--- src/rtl/mcp3202_spi_responder.sv ---
// mcp3202_spi_responder: MCP3202 ADC stand-in. Samples arrive on an AXI-stream
// port, the SPI master's start/config bits are decoded from MOSI and the
// selected 12-bit result is returned on MISO in MCP3202 frame format.
// Optional SCK-rate checker enabled by defining MCP3202_RESP_TCHK_EN.
module mcp3202_spi_responder #(
    parameter real FCLK     = 100e6,
    parameter real FSCK_MAX = 900e3
) (
    input  logic        clk,
    input  logic        rst,
    input  logic        cs,
    input  logic        sck,
    input  logic        mosi,
    output logic        miso,
    output logic        miso_oe,
    input  logic        s_axis_tvalid,
    output logic        s_axis_tready,
    input  logic [15:0] s_axis_tdata,
    output logic        conv_done,
    output logic        cfg_sgl,
    output logic        cfg_odd,
    output logic        timing_err
);

    typedef enum logic [2:0] {
        S_IDLE, S_START, S_CFG, S_NULLB, S_MSB, S_LSB, S_DONE
    } state_t;

    // Negative pseudo-differential results read as zero.
    function automatic logic [11:0] clamp_nonneg(input logic signed [12:0] v);
        return (v < 0) ? 12'h000 : v[11:0];
    endfunction

    // Single-ended picks ch[odd]; pseudo-diff is ch[odd] - ch[~odd].
    function automatic logic [11:0] pick_result(input logic sgl, input logic odd,
                                                input logic [11:0] c0, input logic [11:0] c1);
        logic        [11:0] pos;
        logic        [11:0] neg;
        logic signed [12:0] diff;
        pos  = odd ? c1 : c0;
        neg  = odd ? c0 : c1;
        diff = $signed({1'b0, pos}) - $signed({1'b0, neg});
        return sgl ? pos : clamp_nonneg(diff);
    endfunction

    logic        cs_p0, cs_p1;
    logic        sck_p0, sck_p1, sck_p2;
    logic        mosi_p0, mosi_p1;
    logic        sck_rise, sck_fall;
    logic [11:0] ch0, ch1;
    logic        unused_tdata;

    state_t      state_q, state_d;
    logic [3:0]  cnt_q, cnt_d;
    logic [2:0]  cfg_q, cfg_d;     // {sgl, odd, msbf} of the frame in progress
    logic [11:0] res_q, res_d;
    logic        miso_d, oe_d, done_d, sgl_d, odd_d;

    assign unused_tdata = ^s_axis_tdata[15:13];

    // Two-flop synchronizers for the SPI pins plus one extra SCK stage for edge detection.
    always_ff @(posedge clk or posedge rst) begin
        if (rst) begin
            cs_p0   <= 1'b1;
            cs_p1   <= 1'b1;
            sck_p0  <= 1'b0;
            sck_p1  <= 1'b0;
            sck_p2  <= 1'b0;
            mosi_p0 <= 1'b0;
            mosi_p1 <= 1'b0;
        end else begin
            cs_p0   <= cs;
            cs_p1   <= cs_p0;
            sck_p0  <= sck;
            sck_p1  <= sck_p0;
            sck_p2  <= sck_p1;
            mosi_p0 <= mosi;
            mosi_p1 <= mosi_p0;
        end
    end

    assign sck_rise = sck_p1 & ~sck_p2;
    assign sck_fall = ~sck_p1 & sck_p2;

    // Sample registers: always ready, last write to a channel wins.
    always_ff @(posedge clk or posedge rst) begin
        if (rst) begin
            s_axis_tready <= 1'b0;
            ch0           <= 12'h000;
            ch1           <= 12'h000;
        end else begin
            s_axis_tready <= 1'b1;
            if (s_axis_tvalid && s_axis_tready) begin
                if (s_axis_tdata[12]) ch1 <= s_axis_tdata[11:0];
                else                  ch0 <= s_axis_tdata[11:0];
            end
        end
    end

    // FSM state and registered SPI outputs.
    always_ff @(posedge clk or posedge rst) begin
        if (rst) begin
            state_q   <= S_IDLE;
            cnt_q     <= 4'd0;
            cfg_q     <= 3'b000;
            res_q     <= 12'h000;
            miso      <= 1'b0;
            miso_oe   <= 1'b0;
            conv_done <= 1'b0;
            cfg_sgl   <= 1'b0;
            cfg_odd   <= 1'b0;
        end else begin
            state_q   <= state_d;
            cnt_q     <= cnt_d;
            cfg_q     <= cfg_d;
            res_q     <= res_d;
            miso      <= miso_d;
            miso_oe   <= oe_d;
            conv_done <= done_d;
            cfg_sgl   <= sgl_d;
            cfg_odd   <= odd_d;
        end
    end

    // Frame decode: MOSI sampled on SCK rises, MISO shifted on SCK falls.
    always_comb begin
        state_d = state_q;
        cnt_d   = cnt_q;
        cfg_d   = cfg_q;
        res_d   = res_q;
        miso_d  = miso;
        oe_d    = miso_oe;
        done_d  = 1'b0;
        sgl_d   = cfg_sgl;
        odd_d   = cfg_odd;
        if (cs_p1) begin
            state_d = S_IDLE;
            oe_d    = 1'b0;
            miso_d  = 1'b0;
        end else begin
            case (state_q)
                S_IDLE: begin
                    state_d = S_START;
                    oe_d    = 1'b1;
                    miso_d  = 1'b0;
                end
                S_START: begin
                    if (sck_rise && mosi_p1) begin
                        state_d = S_CFG;
                        cnt_d   = 4'd0;
                    end
                end
                S_CFG: begin
                    if (sck_rise) begin
                        cfg_d[2 - cnt_q[1:0]] = mosi_p1;
                        cnt_d = cnt_q + 4'd1;
                        if (cnt_q == 4'd2) begin
                            res_d   = pick_result(cfg_q[2], cfg_q[1], ch0, ch1);
                            state_d = S_NULLB;
                        end
                    end
                end
                S_NULLB: begin
                    if (sck_fall) begin
                        miso_d  = 1'b0;
                        cnt_d   = 4'd0;
                        state_d = S_MSB;
                    end
                end
                S_MSB: begin
                    if (sck_fall) begin
                        miso_d = res_q[4'd11 - cnt_q];
                        cnt_d  = cnt_q + 4'd1;
                        if (cnt_q == 4'd11) begin
                            if (cfg_q[0]) begin
                                state_d = S_DONE;
                                done_d  = 1'b1;
                                sgl_d   = cfg_q[2];
                                odd_d   = cfg_q[1];
                            end else begin
                                state_d = S_LSB;
                                cnt_d   = 4'd1;
                            end
                        end
                    end
                end
                S_LSB: begin
                    if (sck_fall) begin
                        miso_d = res_q[cnt_q];
                        cnt_d  = cnt_q + 4'd1;
                        if (cnt_q == 4'd11) begin
                            state_d = S_DONE;
                            done_d  = 1'b1;
                            sgl_d   = cfg_q[2];
                            odd_d   = cfg_q[1];
                        end
                    end
                end
                S_DONE: begin
                    if (sck_fall) miso_d = 1'b0;
                end
                default: state_d = S_IDLE;
            endcase
        end
    end

`ifdef MCP3202_RESP_TCHK_EN
    localparam int MIN_GAP = int'(FCLK / FSCK_MAX);

    logic [15:0] gap_cnt;
    logic        gap_armed;
    logic        terr;

    // Sticky flag when two SCK rises inside one frame are closer than MIN_GAP clocks.
    always_ff @(posedge clk or posedge rst) begin
        if (rst) begin
            gap_cnt   <= 16'd0;
            gap_armed <= 1'b0;
            terr      <= 1'b0;
        end else if (cs_p1) begin
            gap_cnt   <= 16'd0;
            gap_armed <= 1'b0;
        end else if (sck_rise) begin
            if (gap_armed && (gap_cnt < 16'(MIN_GAP))) terr <= 1'b1;
            gap_armed <= 1'b1;
            gap_cnt   <= 16'd1;
        end else if (gap_cnt != 16'hFFFF) begin
            gap_cnt <= gap_cnt + 16'd1;
        end
    end

    assign timing_err = terr;
`else
    logic unused_tchk;
    assign unused_tchk = (FCLK > 0.0) && (FSCK_MAX > 0.0);
    assign timing_err  = 1'b0;
`endif

endmodule

--- config.mk ---
export PLATFORM = sky130hd
export DESIGN_NAME = mcp3202_spi_responder
export DESIGN_NICKNAME = d
export VERILOG_FILES = /design/src/rtl/mcp3202_spi_responder.sv
export SDC_FILE = /design/constraint.sdc
export NUM_CORES = 1
export LEC_CHECK = 0
export CORE_MARGIN = 1.5
export CORE_UTILIZATION = 30
export CTS_CLUSTER_SIZE = 25
export DETAILED_ROUTE_END_ITERATION = 8
export PLACE_DENSITY = 0.49
export SYNTH_ARGS = -nofsm -noshare
export SYNTH_HDL_FRONTEND = slang
export SYNTH_SLANG_ARGS = --single-unit
--- constraint.sdc ---
create_clock -name clk -period 2.85 [get_ports clk]
set_input_delay 0.855 -clock clk [delete_from_list [all_inputs] [get_ports clk]]
set_output_delay 0.855 -clock clk [all_outputs]
set_load 0.005 [all_outputs]
==> run metrics, run 1 <==
outcome finished, final reports clean; count of warnings emitted by yosys 0; mean instance size in the synthesized netlist 10.7 um2; critical path startpoint cfg_q[1]$_DFFE_PP0P_; Via density 5.00; library cell with the largest summed area after synthesis sky130_fd_sc_hd__dfrtp_1; count of mapped cells out of synthesis 346; maximum clock frequency 0.364 GHz; count of pins on the block boundary 29; TritonCTS clock tree yes; setup clock skew after layout 0.00943 ns; largest net degree at the start of global routing 26; port buffer count 24; core region area 12,000 um2; wire length per cell after detailed routing 14.1 um; Worst slew margin 65.1%; sum of routed wire length over all layers 7780 um; maximum cell stage delay along the critical path 0.45 ns; class of the most critical hold timing path reg2reg; #FFs+latches synth 59; clock root buffer sky130_fd_sc_hd__clkbuf_16; share of synthesized area occupied by flip-flops and latches 40.0%; effective utilization at floorplan 30.8%; number of levels the H-tree was split into 3; number of nets still failing antenna checks after routing 0; clock buffer depth 2; Buf+Inv Stages, Crit Path 3; area share of the leading cell type in the synthesized netlist 38.5%; arrival time reported for the critical path endpoint 3.00 ns; # clock sinks 59; Layout Utilization 39.1%; share of flip-flops with an asynchronous set or reset after synthesis 100%; part of the total power dissipated in the clock network 25.6%; type of the worst setup path reg2reg; x dimension of the die 114 um; cell-internal power 2.50 mW; number of antenna cells inserted 0; via count of the first global-routing pass 2,745; final std cell area, no fill 4700 um2; CP cell instances buf_12 > buf_4 > mux2_2 > ha_1 > a211oi_1 > a211oi_1 > a211oi_2 > a211oi_4 > buf_12 > or2b_1 > a31oi_2; Syn Nets 387; final critical delay including setup and external delays 2.75 ns; proportion of layout cells with a drive suffix above 1 30.5%; DRC marker count from the first detailed-route iteration 177; Final GP Congestion 0.816; number of remaining DRC errors 0; register clock-pin slew on the reported worst setup and hold paths 0.05 ns; distinct cell type count after synthesis 61; startpoint of the lowest-slack register-to-register path cfg_q[1]$_DFFE_PP0P_; number of max-slew violations in the final report 0; power density of the placed cells 820 nW/um2; via count 2,765; GRT Util Overall 13.1%; clock latency at the later pin of the worst-skew pair 0.34 ns; leakage power figure 1.96 nW; Die ar. 13,000 um2; area growth from synthesis to layout 27.0%; final hold violations 0; portion of total power attributed to combinational logic 45.5%; Post-synth EDFFs 0; hold buffers post-CTS 0; most common cell after layout, fill and taps aside sky130_fd_sc_hd__dfrtp_1; commonest cells after routing, fill and taps aside 56 x sky130_fd_sc_hd__dfrtp_1, 38 x sky130_fd_sc_hd__mux2_2, 38 x sky130_fd_sc_hd__buf_4, 29 x sky130_fd_sc_hd__a21oi_1; 1st-pass router iterations 4; hold wc startpoint sck_p0$_DFF_PP0_; peak supply drop 0.443 mV; Final period util 96.4%; CP startpoint kind flip-flop; antenna violations before repair 0; # Max-Cap Violations 0; net count reported at finish 444; placed standard-cell area 4300 um2; Psw 1.36 mW; Cell Area, Synth 3700 um2; worst path required time 3.10 ns; final count of negative-setup-slack endpoints 0; critical path capture point type flip-flop; Setup Slack @ Placement -0.137 ns; biggest fanout along the worst timing path 12; post-DP HPWL 5750 um; wire length of the first global-routing pass 13,300 um; top flip-flop cell by instance count after synthesis sky130_fd_sc_hd__dfrtp_1; cell types occupying the most area after synthesis sky130_fd_sc_hd__dfrtp_1 39%, sky130_fd_sc_hd__mux2_2 12%, sky130_fd_sc_hd__ha_1 6.1%; cts bufs inserted 9; Total Power 3.85 mW; y dimension of the die 114 um; Placement Rows 40; Worst Tran Pin Value 0.523 ns; register share of total power 28.9%; cell family with the largest share of critical-path delay compound AO/OA/AOI/OAI gates; final global-route overflow total 0; minimum setup slack in the final design 0.102 ns; slowest stage cell, crit path sky130_fd_sc_hd__dfrtp_2; switching power as a share of total power 35.2%
-- power by group through the flow --
stage / logic, mW / clock network, mW / registers (mW)
finish: 1.75 / 0.987 / 1.11
global route: 1.96 / 1.06 / 1.14
CTS: 1.64 / 1.02 / 1.11
detailed placement: 1.61 / 0 / 1.12
global placement: 1.60 / 0 / 1.12
floorplan: 1.21 / 0 / 1.04
-- per-layer routing --
layer	vias to the layer above	routed length [um]	global-route usage, %	part of all wire (%)
met5	-	0	0	0
met4	0	131	4.25	1.7
met3	11	283	4.45	3.6
met2	42	3680	21.2	47
met1	1331	3680	16.4	47
li1	1381	-	-	-
-- worst paths after layout --
path | endpoint | slack [ns] | depth (start not counted)
worst max-delay path | res_q[0]$_DFFE_PP0P_ | 0.10 | 11
worst min-delay path | sck_p1$_DFF_PP0_ | 0.35 | 0
worst max register to register | res_q[0]$_DFFE_PP0P_ | 0.10 | 11
worst min register to register | sck_p1$_DFF_PP0_ | 0.35 | 0
max in group asynchronous | cfg_q[1]$_DFFE_PP0P_ | 1.40 | 3
min in group asynchronous | mosi_p0$_DFF_PP0_ | 0.86 | 2
-- area by class of cell --
class | instances | area, um2
Multi-Input combinational cell | 256 | 2110
Clock buffer | 11 | 253
Timing Repair Buffer | 67 | 622
Inverter | 10 | 37.5
Tap cell | 147 | 184
Fill cell | 1187 | 7310
Clock inverter | 3 | 15.0
Sequential cell | 59 | 1480
-- what timing repair did --
action	in CTS	in global routing
endpoints found under the hold margin	0	0
endpoints found under the setup margin	12	12
resized for setup	2	11
setup buffers	0	6
cloned	0	1
pin swaps	0	5
-- worst reg2reg max path, delay by kind of cell, from the launching register on --
kind	cells	cell delay, ns
AOI/OAI and AO/OA	5	0.89
DFF	1	0.45
buffers and inverters	3	0.43
muxes	1	0.35
adders and majority gates	1	0.33
and+or+nand+nor	1	0.24
-- flip-flops by register name (all words and copies together), names as in the netlist, 3 cells and up --
name	count
ch1	12
cnt_q	4
state_q	3
res_q	12
ch0	12
cfg_q	3
-- stage by stage --
step	instances	hold WS (ns)	setup TNS [ns]
floorplan	346	0.331	0
global placement	532	0.332	-0.696
detailed placement	532	0.335	-0.942
CTS	546	0.345	-0.00599
global route	553	0.352	-0.0132
finish	553	0.346	0
-- cell families (layout without fill, tap and decap cells) --
| kind of cell | Yosys count | count (layout) | synth area share, % |
|---|---|---|---|
| adders and majority gates | 19 | 19 | 6.63 |
| other | 2 | 2 | 0.203 |
| AOI/OAI and AO/OA | 88 | 88 | 15.4 |
| DFF | 59 | 59 | 40.0 |
| xor gates and xnor gates | 8 | 8 | 2.10 |
| buffers and inverters | 31 | 91 | 4.23 |
| and+or+nand+nor | 77 | 77 | 11.2 |
| muxes | 62 | 62 | 20.2 |
-- cells in the mapped netlist (5+ instances only) --
library cell	count
sky130_fd_sc_hd__inv_1	9
sky130_fd_sc_hd__ha_1	18
sky130_fd_sc_hd__mux2_2	39
sky130_fd_sc_hd__nand2_1	17
sky130_fd_sc_hd__nand3_1	6
sky130_fd_sc_hd__xnor2_1	5
sky130_fd_sc_hd__a21oi_1	29
sky130_fd_sc_hd__mux2i_1	14
sky130_fd_sc_hd__o21ai_0	13
sky130_fd_sc_hd__dfrtp_1	57
sky130_fd_sc_hd__a211oi_1	7
sky130_fd_sc_hd__buf_2	8
sky130_fd_sc_hd__mux4_2	6
sky130_fd_sc_hd__nor2b_1	5
sky130_fd_sc_hd__a22oi_1	7
sky130_fd_sc_hd__nor2_1	24
sky130_fd_sc_hd__clkbuf_1	5
sky130_fd_sc_hd__nand2b_1	6
Power figures use the tool's default switching activity.
==> run 2, diff against run 1 <==
PLACE_DENSITY = not set   (was 0.49)
==> run metrics, run 2 (synthesis gave the netlist of run 1 again) <==
outcome finished, final reports clean; peak supply drop 0.365 mV; # Max-Cap Violations 0; largest registers ch0 (12), ch1 (12), res_q (12); effective utilization at floorplan 30.8%; clock root buffer sky130_fd_sc_hd__clkbuf_16; class of the most critical hold timing path reg2reg; number of nets still failing antenna checks after routing 0; cell-internal power 2.32 mW; cts bufs inserted 9; CP startpoint kind flip-flop; final-layout fill cell count 1,215; hold buffers post-CTS 0; commonest cells after routing, fill and taps aside 56 x sky130_fd_sc_hd__dfrtp_1, 39 x sky130_fd_sc_hd__mux2_2, 29 x sky130_fd_sc_hd__a21oi_1, 24 x sky130_fd_sc_hd__nor2_1, 24 x sky130_fd_sc_hd__clkdlybuf4s50_1; Final GP Congestion 0.864; biggest fanout along the worst timing path 14; 1st-pass router iterations 4; antenna violations before repair 0; wire length of the first global-routing pass 12,700 um; final critical delay including setup and external delays 2.71 ns; part of the total power dissipated in the clock network 26.7%; DRC marker count from the first detailed-route iteration 93; via count 2,666; register clock-pin slew on the reported worst setup and hold paths 0.05 ns; count of pins on the block boundary 29; GRT Util Overall 12.2%; Die ar. 13,000 um2; final hold violations 0; arrival time reported for the critical path endpoint 2.96 ns; critical path startpoint cfg_q[1]$_DFFE_PP0P_; # clock sinks 59; post-DP HPWL 5300 um; final non-filler cell total 531; final count of negative-setup-slack endpoints 0; x dimension of the die 114 um; net count reported at finish 421; clock buffer depth 2; number of max-slew violations in the final report 0; Layout Utilization 37.1%; most common cell after layout, fill and taps aside sky130_fd_sc_hd__dfrtp_1; Final period util 95.2%; RSZ-0062 raised after global routing yes; maximum clock frequency 0.369 GHz; register share of total power 31.3%; power density of the placed cells 808 nW/um2; Psw 1.28 mW; Worst slew margin 65.2%; proportion of layout cells with a drive suffix above 1 25.0%; final global-route overflow total 0; area used by sequential logic in the layout 1480 um2; number of levels the H-tree was split into 3; y dimension of the die 114 um; Worst Tran Pin Value 0.522 ns; Cell Count Post-Placement 514; area growth from synthesis to layout 20.4%; sum of routed wire length over all layers 7210 um; wire length per cell after detailed routing 13.6 um; TritonCTS clock tree yes; setup clock skew after layout 0.00675 ns; hold wc startpoint mosi_p0$_DFF_PP0_; startpoint of the lowest-slack register-to-register path cfg_q[1]$_DFFE_PP0P_; largest net degree at the start of global routing 22; critical path capture point type flip-flop; port buffer count 24; Via density 5.02; type of the worst setup path reg2reg; switching power as a share of total power 35.5%; via count of the first global-routing pass 2,731; core region area 12,000 um2; number of antenna cells inserted 0; Multi-input gate area 2080 um2; leakage power figure 1.83 nW; Placement Rows 40; worst path required time 3.10 ns; portion of total power attributed to combinational logic 42.0%; number of remaining DRC errors 0; clock latency at the later pin of the worst-skew pair 0.32 ns
## run 2: cell types whose count changed in the layout (fill, tap and decap cells not counted), moves of 2 or more
cell,before,now
sky130_fd_sc_hd__buf_4,38,18
sky130_fd_sc_hd__a211oi_1,4,6
sky130_fd_sc_hd__o21ai_0,11,13
sky130_fd_sc_hd__o21ai_1,4,2
sky130_fd_sc_hd__clkbuf_1,0,2
sky130_fd_sc_hd__a211oi_4,2,0
## run 2: what timing repair did
item,CTS,global route
resized for setup,0,3
hold endpoints to repair,0,0
endpoints found under the setup margin,0,12
buffers inserted,0,2
## run 2: path summary, 6_finish.rpt
| check | endpoint | slack (ns) | depth (start not counted) |
|---|---|---|---|
| worst min-delay path | mosi_p1$_DFF_PP0_ | 0.34 | 0 |
| worst max register to register | res_q[0]$_DFFE_PP0P_ | 0.14 | 11 |
| worst min register to register | mosi_p1$_DFF_PP0_ | 0.34 | 0 |
| worst max-delay path | res_q[0]$_DFFE_PP0P_ | 0.14 | 11 |
| min in group asynchronous | ch0[1]$_DFFE_PP0P_ | 0.86 | 2 |
| max in group asynchronous | ch1[9]$_DFFE_PP0P_ | 1.35 | 3 |
## run 2: power groups by stage
stage	Combinational (mW)	Sequential [mW]	Clock [mW]
4_1_cts	1.48	1.13	0.995
3_5_place_dp	1.47	1.14	0
3_3_place_gp	1.45	1.13	0
5_1_grt	1.68	1.16	1.04
6_report	1.51	1.13	0.961
2_1_floorplan	1.21	1.04	0
## run 2: routing by layer
| layer | wire length, um | vias to the layer above | track usage, % |
|---|---|---|---|
| li1 | - | 1333 | - |
| met4 | 110 | 0 | 4.00 |
| met3 | 189 | 11 | 3.39 |
| met1 | 3420 | 1290 | 15.8 |
| met2 | 3490 | 32 | 19.8 |
| met5 | 0 | - | 0 |
## run 2: critical path, stage by stage (launching register included)
cell and delay, ns:
sky130_fd_sc_hd__dfrtp_2 0.46, sky130_fd_sc_hd__buf_12 0.17, sky130_fd_sc_hd__mux2_2 0.35, sky130_fd_sc_hd__ha_1 0.31, sky130_fd_sc_hd__a211oi_2 0.07, sky130_fd_sc_hd__buf_4 0.14, sky130_fd_sc_hd__o211ai_1 0.22, sky130_fd_sc_hd__nand3_2 0.11
sky130_fd_sc_hd__a211oi_2 0.18, sky130_fd_sc_hd__buf_4 0.21, sky130_fd_sc_hd__or2b_1 0.25, sky130_fd_sc_hd__a31oi_2 0.15
## run 2: per-stage QoR
stage	setup TNS (ns)	hold slack [ns]	instance area [um2]	power, mW	worst slack, ns
4_1_cts	0	0.346	4430	3.60	0.00777
6_report	0	0.345	4460	3.60	0.137
2_1_floorplan	0	0.331	3700	2.25	0.104
3_3_place_gp	0	0.335	4170	2.58	0.0340
3_5_place_dp	0	0.335	4170	2.61	0.0276
5_1_grt	-0.00922	0.360	4460	3.88	-0.00922
## run 2: area by class of cell
| cell class | instances | share of cell area, % |
|---|---|---|
| well taps | 147 | 4.13 |
| inverters | 10 | 0.842 |
| clock buffers | 12 | 5.53 |
| flip-flops and latches | 59 | 33.2 |
| multi-input cells | 256 | 46.6 |
| repair buffers | 44 | 9.32 |
| clock inverters | 3 | 0.337 |
==> run 3, diff against run 2 <==
CAP_MARGIN = 10   (was not set)
==> results of run 3 <==
Final layout, timing and power as in run 2 (identical DEF).
